`src/rtl/irq_controller_if.sv`:
```
// Register-bus and interrupt-signal bundle between the interrupt controller and its
// environment (peripheral lines, core kernel-mode flag, load/store bus).
interface irq_controller_if #(
  parameter int unsigned NUM_SRC = 2,
  parameter int unsigned ID_W    = 3
);
  logic [NUM_SRC-1:0] irq_src;
  logic               kernel_mode;
  logic [3:0]         addr;
  logic [31:0]        wdata;
  logic               wr;
  logic               rd;
  logic [31:0]        rdata;
  logic               irq_out;
  logic [ID_W-1:0]    irq_id;

  modport master (
    output irq_src, kernel_mode, addr, wdata, wr, rd,
    input  rdata, irq_out, irq_id
  );

  modport slave (
    input  irq_src, kernel_mode, addr, wdata, wr, rd,
    output rdata, irq_out, irq_id
  );
endinterface

```
`src/rtl/irq_controller.sv`:
```
// Edge-latching, fixed-priority interrupt controller with a request/service/EOI handshake
// keyed off the core's kernel-mode flag.
module irq_controller #(
  parameter int unsigned NUM_SRC = 2,
  parameter int unsigned ID_W    = 3
) (
  input  logic             clk,
  input  logic             reset,
  irq_controller_if.slave  bus
);

  typedef enum logic [1:0] {
    StIdle    = 2'd0,
    StReq     = 2'd1,
    StService = 2'd2
  } state_e;

  state_e             r_state, w_state_d;
  logic [NUM_SRC-1:0] r_pend, r_mask, r_prev;
  logic [ID_W-1:0]    r_active_id, w_active_id_d;
  logic               r_irq_out;

  logic [NUM_SRC-1:0] w_edge, w_clr, w_req, w_active_oh, w_pend_d;
  logic [ID_W-1:0]    w_sel_id;
  logic               w_wr_pend, w_wr_mask, w_wr_eoi, w_req_active;
  logic [31:0]        w_status;
  logic               w_unused_bits;

  assign w_wr_pend = bus.wr && (bus.addr[3:2] == 2'd0);
  assign w_wr_mask = bus.wr && (bus.addr[3:2] == 2'd1);
  assign w_wr_eoi  = bus.wr && (bus.addr[3:2] == 2'd3);

  assign w_edge = bus.irq_src & ~r_prev;
  assign w_req  = r_pend & r_mask;

  always_comb begin
    for (int i = 0; i < int'(NUM_SRC); i++) begin
      w_active_oh[i] = (r_active_id == ID_W'(i));
    end
  end

  // Lowest index wins: scan downwards so the last hit is the lowest set bit.
  always_comb begin
    w_sel_id = '0;
    for (int i = int'(NUM_SRC) - 1; i >= 0; i--) begin
      if (w_req[i]) w_sel_id = ID_W'(i);
    end
  end

  assign w_req_active = |(w_req & w_active_oh);

  // EOI only clears the active source when it actually ends a service phase.
  assign w_clr = (w_wr_pend ? bus.wdata[NUM_SRC-1:0] : '0)
               | ((w_wr_eoi && (r_state == StService)) ? w_active_oh : '0);
  assign w_pend_d = w_edge | (r_pend & ~w_clr);

  always_comb begin
    w_state_d     = r_state;
    w_active_id_d = r_active_id;
    unique case (r_state)
      StIdle: begin
        if ((|w_req) && !bus.kernel_mode) begin
          w_state_d     = StReq;
          w_active_id_d = w_sel_id;
        end
      end
      StReq: begin
        if (bus.kernel_mode)    w_state_d = StService;
        else if (!w_req_active) w_state_d = StIdle;
      end
      StService: begin
        if (w_wr_eoi) w_state_d = StIdle;
      end
      default: w_state_d = StIdle;
    endcase
  end

  always_ff @(posedge clk or posedge reset) begin
    if (reset) begin
      r_state     <= StIdle;
      r_pend      <= '0;
      r_mask      <= '0;
      r_prev      <= '0;
      r_active_id <= '0;
      r_irq_out   <= 1'b0;
    end else begin
      r_state     <= w_state_d;
      r_pend      <= w_pend_d;
      r_prev      <= bus.irq_src;
      r_active_id <= w_active_id_d;
      r_irq_out   <= (w_state_d == StReq);
      if (w_wr_mask) r_mask <= bus.wdata[NUM_SRC-1:0];
    end
  end

  always_comb begin
    w_status              = '0;
    w_status[9:8]         = r_state;
    w_status[ID_W-1:0]    = r_active_id;
  end

  always_comb begin
    bus.rdata = '0;
    if (bus.rd) begin
      unique case (bus.addr[3:2])
        2'd0:    bus.rdata = 32'(r_pend);
        2'd1:    bus.rdata = 32'(r_mask);
        2'd2:    bus.rdata = w_status;
        default: bus.rdata = '0;
      endcase
    end
  end

  assign bus.irq_out = r_irq_out;
  assign bus.irq_id  = r_active_id;

  assign w_unused_bits = ^{bus.addr[1:0], bus.wdata[31:NUM_SRC]};

endmodule

```
`src/flat_wrapper.sv`:
```
// flat-port wrapper written by rule: the top's interface ports become plain ports
module irq_controller_flat 
#(
  parameter int unsigned NUM_SRC = 2,
  parameter int unsigned ID_W    = 3
)
  (clk, reset, bus_irq_src, bus_kernel_mode, bus_addr, bus_wdata, bus_wr, bus_rd, bus_rdata, bus_irq_out, bus_irq_id);
  irq_controller_if #(.NUM_SRC(NUM_SRC), .ID_W(ID_W)) bus_i ();
  input  logic clk;
  input  logic reset;
  input wire logic [$bits(bus_i.irq_src)-1:0] bus_irq_src;
  input wire logic [$bits(bus_i.kernel_mode)-1:0] bus_kernel_mode;
  input wire logic [$bits(bus_i.addr)-1:0] bus_addr;
  input wire logic [$bits(bus_i.wdata)-1:0] bus_wdata;
  input wire logic [$bits(bus_i.wr)-1:0] bus_wr;
  input wire logic [$bits(bus_i.rd)-1:0] bus_rd;
  output wire logic [$bits(bus_i.rdata)-1:0] bus_rdata;
  output wire logic [$bits(bus_i.irq_out)-1:0] bus_irq_out;
  output wire logic [$bits(bus_i.irq_id)-1:0] bus_irq_id;
  assign bus_i.irq_src = bus_irq_src;
  assign bus_i.kernel_mode = bus_kernel_mode;
  assign bus_i.addr = bus_addr;
  assign bus_i.wdata = bus_wdata;
  assign bus_i.wr = bus_wr;
  assign bus_i.rd = bus_rd;
  assign bus_rdata = bus_i.rdata;
  assign bus_irq_out = bus_i.irq_out;
  assign bus_irq_id = bus_i.irq_id;
  irq_controller #(.NUM_SRC(NUM_SRC), .ID_W(ID_W)) u_core (.clk(clk), .reset(reset), .bus(bus_i));
endmodule
```
`config.mk`:
```
export PLATFORM = sky130hd
export DESIGN_NAME = irq_controller_flat
export DESIGN_NICKNAME = d
export VERILOG_FILES = /design/src/rtl/irq_controller_if.sv /design/src/rtl/irq_controller.sv /design/src/flat_wrapper.sv
export SDC_FILE = /design/constraint.sdc
export NUM_CORES = 1
export LEC_CHECK = 0
export BUFFER_PORTS_ARGS = -buffer_cell sky130_fd_sc_hd__buf_2
export CORE_AREA = 2 2 50 52
export CTS_CLUSTER_SIZE = 10
export DETAILED_ROUTE_END_ITERATION = 6
export DIE_AREA = 0 0 52 54
export PLACE_DENSITY = 0.77
export SLEW_MARGIN = 10
export SYNTH_ARGS = -nofsm -noshare
export SYNTH_HDL_FRONTEND = slang
export SYNTH_SLANG_ARGS = --single-unit
```
`constraint.sdc`:
```
create_clock -name clk -period 1.15 [get_ports clk]
set_input_delay 0.115 -clock clk [delete_from_list [all_inputs] [get_ports clk]]
set_output_delay 0.115 -clock clk [all_outputs]
set_load 0.005 [all_outputs]
```
# == Word level (Yosys, flattened, before mapping) ==
# Index checks and enable logic that the tools add are counted.
# totals
regBits,12
input_bits,43
wordCells,44
# op_classes
eq_ne,7
mux,11
n_bitwise,8
n_reduce_logical,12
# op_table
operator,count
two-way mux 32 bit,1
one-hot mux 10 bit (3 select lines),1
two-way mux 2 bit,6
AND 2 bit,4
"== test 2 x 1 -> 1 bit, second input constant",3
"== test 2 bit, second input constant",3
one-hot mux 2 bit (3 select lines),1
logical AND 1 bit,5
zero test 2 bit,2
NOT 2 bit,2
bitwise OR 2 bit,2
OR reduction 2 bit,2
"== test 3 x 1 -> 1 bit, second input constant",1
zero test 3 bit,1
two-way mux 1 bit,2
AND reduction 2 bit,1
zero test 1 bit,1

# == Longest topological paths before layout ==
# Gate-level depths: netlist (run 1).
# depth
ltp_word,8
depth_mapped,4

# == Least setup slack after synthesis (run 1) ==
# OpenSTA, ideal clock, no wires.
# synth_path
kind,register to register
start,"register u_core.r_active_id[0], in the netlist u_core.bus.irq_id[0]"
end,"register u_core.r_irq_out, in the netlist u_core.bus.irq_out"
setup_time_ns,0.127
arrival_time_ns,0.836
required_time_ns,1.023
path_slack_ns,0.187
stages_incl_launch_ff,4
path_buffers,0
path_cell_list,dfrtp_1 -> nand2b_1 -> a32oi_1 -> nor4_1
# synth_between
elab_chain_cells,7
# synth_lines
element,line,rtl
from (decl),irq_controller.sv:20,"logic [ID_W-1:0] r_active_id, w_active_id_d;"
from (signal assigned),irq_controller.sv:90,r_active_id <= w_active_id_d;
== test 3 x 1 -> 1 bit or zero test 3 bit (tied branches),irq_controller.sv:38,w_active_oh[i] = (r_active_id == ID_W'(i));
AND 2 bit *,irq_controller.sv:50,assign w_req_active = |(w_req & w_active_oh);
OR reduction 2 bit *,irq_controller.sv:50,
two-way mux 2 bit *,irq_controller.sv:69,else if (!w_req_active) w_state_d = StIdle;
two-way mux 2 bit *,irq_controller.sv:68,if (bus.kernel_mode) w_state_d = StService;
one-hot mux 2 bit (3 select lines) *,irq_controller.sv:60,unique case (r_state)
== test 2 x 1 -> 1 bit *,irq_controller.sv:91,r_irq_out <= (w_state_d == StReq);
to (signal assigned),irq_controller.sv:91,
to (decl),irq_controller.sv:21,logic r_irq_out;
# Mark *: on every way between the ends. The rest lies on a longest branch, timed or not.
# A chain may end at the register's enable or synchronous reset.

# == Final worst setup path (run 1) ==
# layout_path
start,"register u_core.r_active_id[0], in the netlist u_core.bus.irq_id[0]"
end,output port bus_rdata[0]
# layout_between
elab_chain_cells,2
# layout_lines
element,line,rtl
one-hot mux 10 bit (3 select lines),irq_controller.sv:105,unique case (bus.addr[3:2])
two-way mux 32 bit,irq_controller.sv:104,if (bus.rd) begin
to (decl),flat_wrapper.sv:17,output wire logic [$bits(bus_i.rdata)-1:0] bus_rdata;
# No other way between the ends.

==> results of run 1 <==
worst min path at each step:
stage                     cells past startpoint  slack (ps)            start                               end
after global placement                        2         110            reset        u_core.r_pend[1]$_DFF_PP0_
final                                         2          70  bus_kernel_mode       u_core.r_state[0]$_DFF_PP0_
after floorplan                               1         -40            reset  u_core.bus.irq_id[0]$_DFFE_PP0P_
after detailed placement                      2         110            reset        u_core.r_pend[1]$_DFF_PP0_
after CTS                                     2          50  bus_kernel_mode       u_core.r_state[0]$_DFF_PP0_
after global routing                          2          60  bus_kernel_mode       u_core.r_state[0]$_DFF_PP0_
kinds of logic after synthesis:
kind of cell           count (synthesis)
flip-flops                            10
buffers and inverters                 35
other                                  1
multiplexers                           4
AND/OR/NAND/NOR                       18
AO/OA/AOI/OAI                          9
area by class of cell:
cell class | count | area (sq um) | share of cell area [%]
Sequential cell | 10 | 253 | 29.8
Clock buffer | 4 | 36.3 | 4.28
Multi-Input combinational cell | 61 | 363 | 42.8
Timing Repair Buffer | 24 | 148 | 17.4
Inverter | 3 | 11.3 | 1.33
Tap cell | 30 | 37.5 | 4.42
repair_timing:
item	in CTS	in global routing
pin swaps	3	2
gates resized for setup	1	4
hold buffers	3	0
setup endpoints to repair	4	9
endpoints found under the hold margin	12	0
buffers inserted	4	0
cells in the final DEF (no fill, tap or decap), drive strengths merged, types with 2 or more instances in the layout:
cell / count
mux2i: 2
mux2: 2
nor3b: 2
buf: 21
nor4: 2
nand2: 3
dlygate4sd3: 3
clkbuf: 4
inv: 3
o22ai: 2
nand3b: 2
nand2b: 2
dfrtp: 10
and4b: 2
a31oi: 2
conb: 30
sequential cells by signal, summed over array words and instances (netlist names):
signal / flops
u_core.r_state: 2
u_core.r_pend: 2
u_core.bus.irq_id: 1
u_core.bus.irq_out: 1
u_core.r_mask: 2
u_core.r_prev: 2
Yosys cell counts:
master      n  area [sq um]
buf_4      31           233
dfrtp_1    10           250
inv_1       3          11.3
nand2_1     3          11.3
a31oi_1     2          12.5
and4b_1     2          20.0
mux2_1      2          22.5
mux2i_1     2          20.0
nand2b_1    2          12.5
nand3b_1    2          15.0
nor3b_1     2          15.0
nor4_1      2          12.5
o22ai_1     2          12.5
a21oi_1     1          5.00
a32o_1      1          10.0
a32oi_1     1          8.76
and2_1      1          6.26
and3_4      1          11.3
buf_6       1          11.3
conb_1      1          3.75
nand4b_1    1          8.76
nand4bb_1   1          11.3
nor3_1      1          5.00
o21ai_0     1          5.00
o31ai_1     1          7.51
metal layers:
metal	vias up	track usage, %
met5	-	0
met4	0	2.63
met3	2	3.06
met2	32	18.8
met1	258	10.4
li1	259	-
report_power, final:
| part | total, mW | internal (mW) | switching (mW) |
|---|---|---|---|
| Clock | 0.312 | 0.192 | 0.120 |
| Sequential | 0.520 | 0.438 | 0.0819 |
| Combinational | 0.422 | 0.221 | 0.201 |
| Total | 1.25 | 0.851 | 0.403 |
==> metrics, run 1 <==
run status finished, violations left; failing checks negative setup slack; Synth Area in Compound Gates 8.26%; maximum vdd drop 838 uV; Leak Pwr 0.431 nW; WL met3 110 um; mux share of post-synthesis cell area 5.73%; Synth Area in Adders 0%; power density cells 1480 nW/um^2; Longest Clk Path Bufs 2; CP peak stage delay 380 ps; IO Pins 79; fill cell count 256; die area 2810 sq um; Netlist cell types 25; Setup WS pre-CTS 110 ps; Avg WL per Cell 9.70 um; cell area after synthesis 742 sq um; f_max 0.820 GHz; core box area 2320 sq um; final worst slack -69.7 ps; cell family contributing the most delay on the critical path flip-flops; Ant. Diodes 0; register area share after synthesis 33.7%; clock slew at reported path FFs 70 ps; CTS sink cnt 10; ANT nets after route 0; H-tree depth 1; number of hold violations in the final report 0; R2R setup slack 50 ps; Yosys reg bits 10; worst-case clock skew 7.00 ps; vias in the first global route 464; Tot GR Track Use 9.86%; DR vias 551; Routed WL 1280 um; largest net degree at the start of global routing 11; Layout Area Growth over Synthesis 14.3%; worst path arrival time 1100 ps; buffer and inverter count on the worst path 1; Post-DP Area 732 sq um; Inserted Clock Buffers 3; met2 routed WL 680 um; crit path to bus_rdata[0]; FF-to-FF Start u_core.bus.irq_id[0]$_DFFE_PP0P_; total chip power 1.25 mW; Die Ht 54 um; critical path data required time 1030 ps; crit path max fanout 2; Root Buffer Master clkbuf_4; mean post-synth cell area 9.64 sq um; post-synthesis simple-gate area fraction 17.4%; drt first pass iters 4; placed cells 121; initial antenna violation count 0; TritonCTS clock tree yes; XOR/XNOR Fraction of Synth Area 0%; worst reg-to-reg path cell count 4; Hold WS 68.9 ps; hpwl dp 1000 um; DRC 0; critical path's slowest cell dfrtp_1; unrepaired setup endpoints after global routing yes; Overflow after GRT 0; cell depth of the worst setup path 4; CP Class reg -> out; minimum clock period 1220 ps; Synth Instances 77; Setup violations, final 2; number of non-filler instances in the completed layout 132; Top Metal Used met4; Final Util 36.6%; Initial Util 32.0%; worst skew pair latency 260 ps; die width 52 um; final instance area 848 sq um; crit-path cells mux2i_1, o22ai_1, and2_1, buf_2; number of port buffers 16; Worst Hold Class in -> reg; global-route wire length before repair 2040 um; Worst Setup Start Kind flop; Final nets 146; layout cell share with drive strength beyond 1 30.4%; RR Endpoint u_core.bus.irq_out$_DFF_PP0_; CP Launch Point u_core.bus.irq_id[0]$_DFFE_PP0P_; yosys warns 0; Max Cap Viol 0; DRT met1 WL 483 um; DRT iter0 DRCs 5; FP Rows 18; drt via density 4.17; fraction of the cycle the final worst path needs 106%; Final Slew Violations 0; setup_tns -85.6 ps; CP Capture Type output pin; Placer Congestion 0.743; largest family of logic cells by synthesized area buffers and inverters
(Power assumes the default switching activity.)
==> inputs of run 2 (changes only) <==
==> constraint.sdc (replaced) <==
create_clock -name clk -period 1.15 [get_ports clk]
set_input_delay 0.115 -clock clk [delete_from_list [all_inputs] [get_ports clk]]
set_output_delay 0.115 -clock clk [all_outputs]
set_load 0.02 [all_outputs]
==> metrics, run 2 (synthesis results as in run 1) <==
run status finished, violations left; failing checks negative setup slack; Hold WS 85.2 ps (+16.3 ps); worst reg-to-reg path cell count 5 (+1); TritonCTS clock tree yes; Die Ht 54 um (unchanged); sequential power share 33.2% (-8.3 points); Worst Setup Start Kind flop; Final nets 151 (+3.4%); unrepaired setup endpoints after global routing yes; CTS sink cnt 10 (unchanged); crit path to bus_irq_id[0]; Final Util 40.2% (+3.6 points); DRT iter0 DRCs 2 (-3); Setup violations, final 8 (+6); most frequent cells in the layout conb_1 (30), buf_2 (13), buf_4 (8), dfrtp_1 (8), buf_6 (5); P_int 957 uW (+12%); FP Rows 18 (unchanged); hpwl dp 954 um (-4.7%); number of hold violations in the final report 0 (unchanged); ANT nets after route 0 (unchanged); CP Launch Point u_core.bus.irq_id[0]$_DFFE_PP0P_; R2R setup slack -50 ps (-100 ps); P_sw 578 uW (+43%); Tot GR Track Use 9.50% (-0.36 points); FF-to-FF Start u_core.bus.irq_id[0]$_DFFE_PP0P_; Max Cap Viol 0 (unchanged); Layout Area Growth over Synthesis 25.6%; most common cell after layout, fill and taps aside conb_1; H-tree depth 1 (unchanged); Sw Share 37.6% (+5.5 points); maximum vdd drop 684 uV (-18%); drt via density 4.13 (-1.0%); global-route wire length before repair 1950 um (-4.4%); fraction of the cycle the final worst path needs 110% (+4.4 points); Worst Hold Class in -> reg; Placer Congestion 0.775 (+4.4%); final worst slack -120 ps (-50.8 ps); layout cell share with drive strength beyond 1 36.8% (+6.4 points); Clk pwr share 14.5% (-10 points); crit path max fanout 4 (+2); fill cell count 245 (-4.3%); drt first pass iters 3 (-1); Final Slew Violations 0 (unchanged); Routed WL 1430 um (+11%); Initial Util 32.0% (unchanged); Setup WS pre-CTS 86.3 ps (-23.9 ps); CP Capture Type output pin; die width 52 um (unchanged); largest net degree at the start of global routing 11 (unchanged); clock slew at reported path FFs 60 ps (about the same); CP Class reg -> out; setup_tns -410 ps (-324 ps); number of port buffers 16 (unchanged); core box area 2320 sq um (unchanged); IO Pins 79 (unchanged); Ant. Diodes 0 (unchanged); power density cells 1650 nW/um^2 (+11%); DR vias 562 (+2.0%); worst path arrival time 1160 ps (+60 ps); Overflow after GRT 0 (unchanged); RR Endpoint u_core.r_state[0]$_DFF_PP0_; number of non-filler instances in the completed layout 136 (+3.0%); Root Buffer Master clkbuf_4; Avg WL per Cell 10.5 um (+8.1%); initial antenna violation count 0 (unchanged); Comb power frac 52.3% (+19 points); DRC 0 (unchanged); Leak Pwr 0.465 nW (+7.9%); vias in the first global route 469 (+1.1%); minimum clock period 1270 ps (+50.8 ps); die area 2810 sq um (unchanged); f_max 0.787 GHz (-4.0%); critical path data required time 1030 ps (about the same); worst-case clock skew 7.45 ps (+0.452 ps); placed cells 121 (unchanged); worst skew pair latency 250 ps (about the same); Inserted Clock Buffers 3 (unchanged); Longest Clk Path Bufs 2 (unchanged)
run 2: changes by cell type in the layout (fill, tap and decap cells not counted):
cell and delta:
buf_6 +5, nor4_2 +2, nand2b_4 +2, nor3_4 +1
buf_4 +3, clkbuf_8 -1, nor4_1 -2, nand2b_1 -2
buf_2 -3, nor3_2 -1
run 2: how the worst min path moves through the flow:
stage | startpoint | end | cells past startpoint
floorplan | reset | u_core.bus.irq_id[0]$_DFFE_PP0P_ | 1
global placement | reset | u_core.r_pend[0]$_DFF_PP0_ | 2
detailed placement | reset | u_core.r_pend[1]$_DFF_PP0_ | 2
CTS | bus_kernel_mode | u_core.bus.irq_out$_DFF_PP0_ | 2
global route | bus_wdata[0] | u_core.r_mask[0]$_DFFE_PP0P_ | 2
finish | bus_wdata[0] | u_core.r_mask[0]$_DFFE_PP0P_ | 2
run 2: power groups by stage:
| stage | Clock, mW | Combinational [mW] | Sequential, mW |
|---|---|---|---|
| final | 0.222 | 0.803 | 0.510 |
| after global routing | 0.259 | 0.864 | 0.516 |
| after CTS | 0.235 | 0.598 | 0.491 |
| after detailed placement | 0 | 0.411 | 0.544 |
| after global placement | 0 | 0.404 | 0.541 |
| after floorplan | 0 | 0.345 | 0.555 |
run 2: cell type report:
cell class                 count  area [sq um]  share of cell area, %
multi-input combinational     61           397                   42.6
sequential                    10           253                   27.1
timing repair buffer          29           211                   22.7
tap                           30          37.5                   4.03
clock buffer                   3          22.5                   2.42
inverter                       3          11.3                   1.21
run 2: metal layers:
layer	part of all wire, %	up-vias	GRT usage (%)
met5	0	-	0
met4	0.35	0	3.95
met3	6.6	2	1.67
met2	54	28	16.7
met1	39	267	11.5
li1	-	265	-
run 2: timing repair:
action,4_1_cts,5_1_grt
endpoints found under the setup margin,4,9
setup buffers,7,2
pin swaps,3,4
hold buffers,3,0
endpoints found under the hold margin,12,0
gates resized for setup,6,12
run 2: worst max-delay path, cell delays in order (launching register included):
cell and delay [ps]:
dfrtp_1 400, buf_4 140, buf_6 110, buf_4 130, buf_6 120
run 2: stage by stage:
| stage | power [mW] | cell area [sq um] |
|---|---|---|
| global placement | 0.944 | 732 |
| global route | 1.64 | 932 |
| floorplan | 0.900 | 851 |
| detailed placement | 0.955 | 732 |
| finish | 1.53 | 932 |
| CTS | 1.32 | 853 |
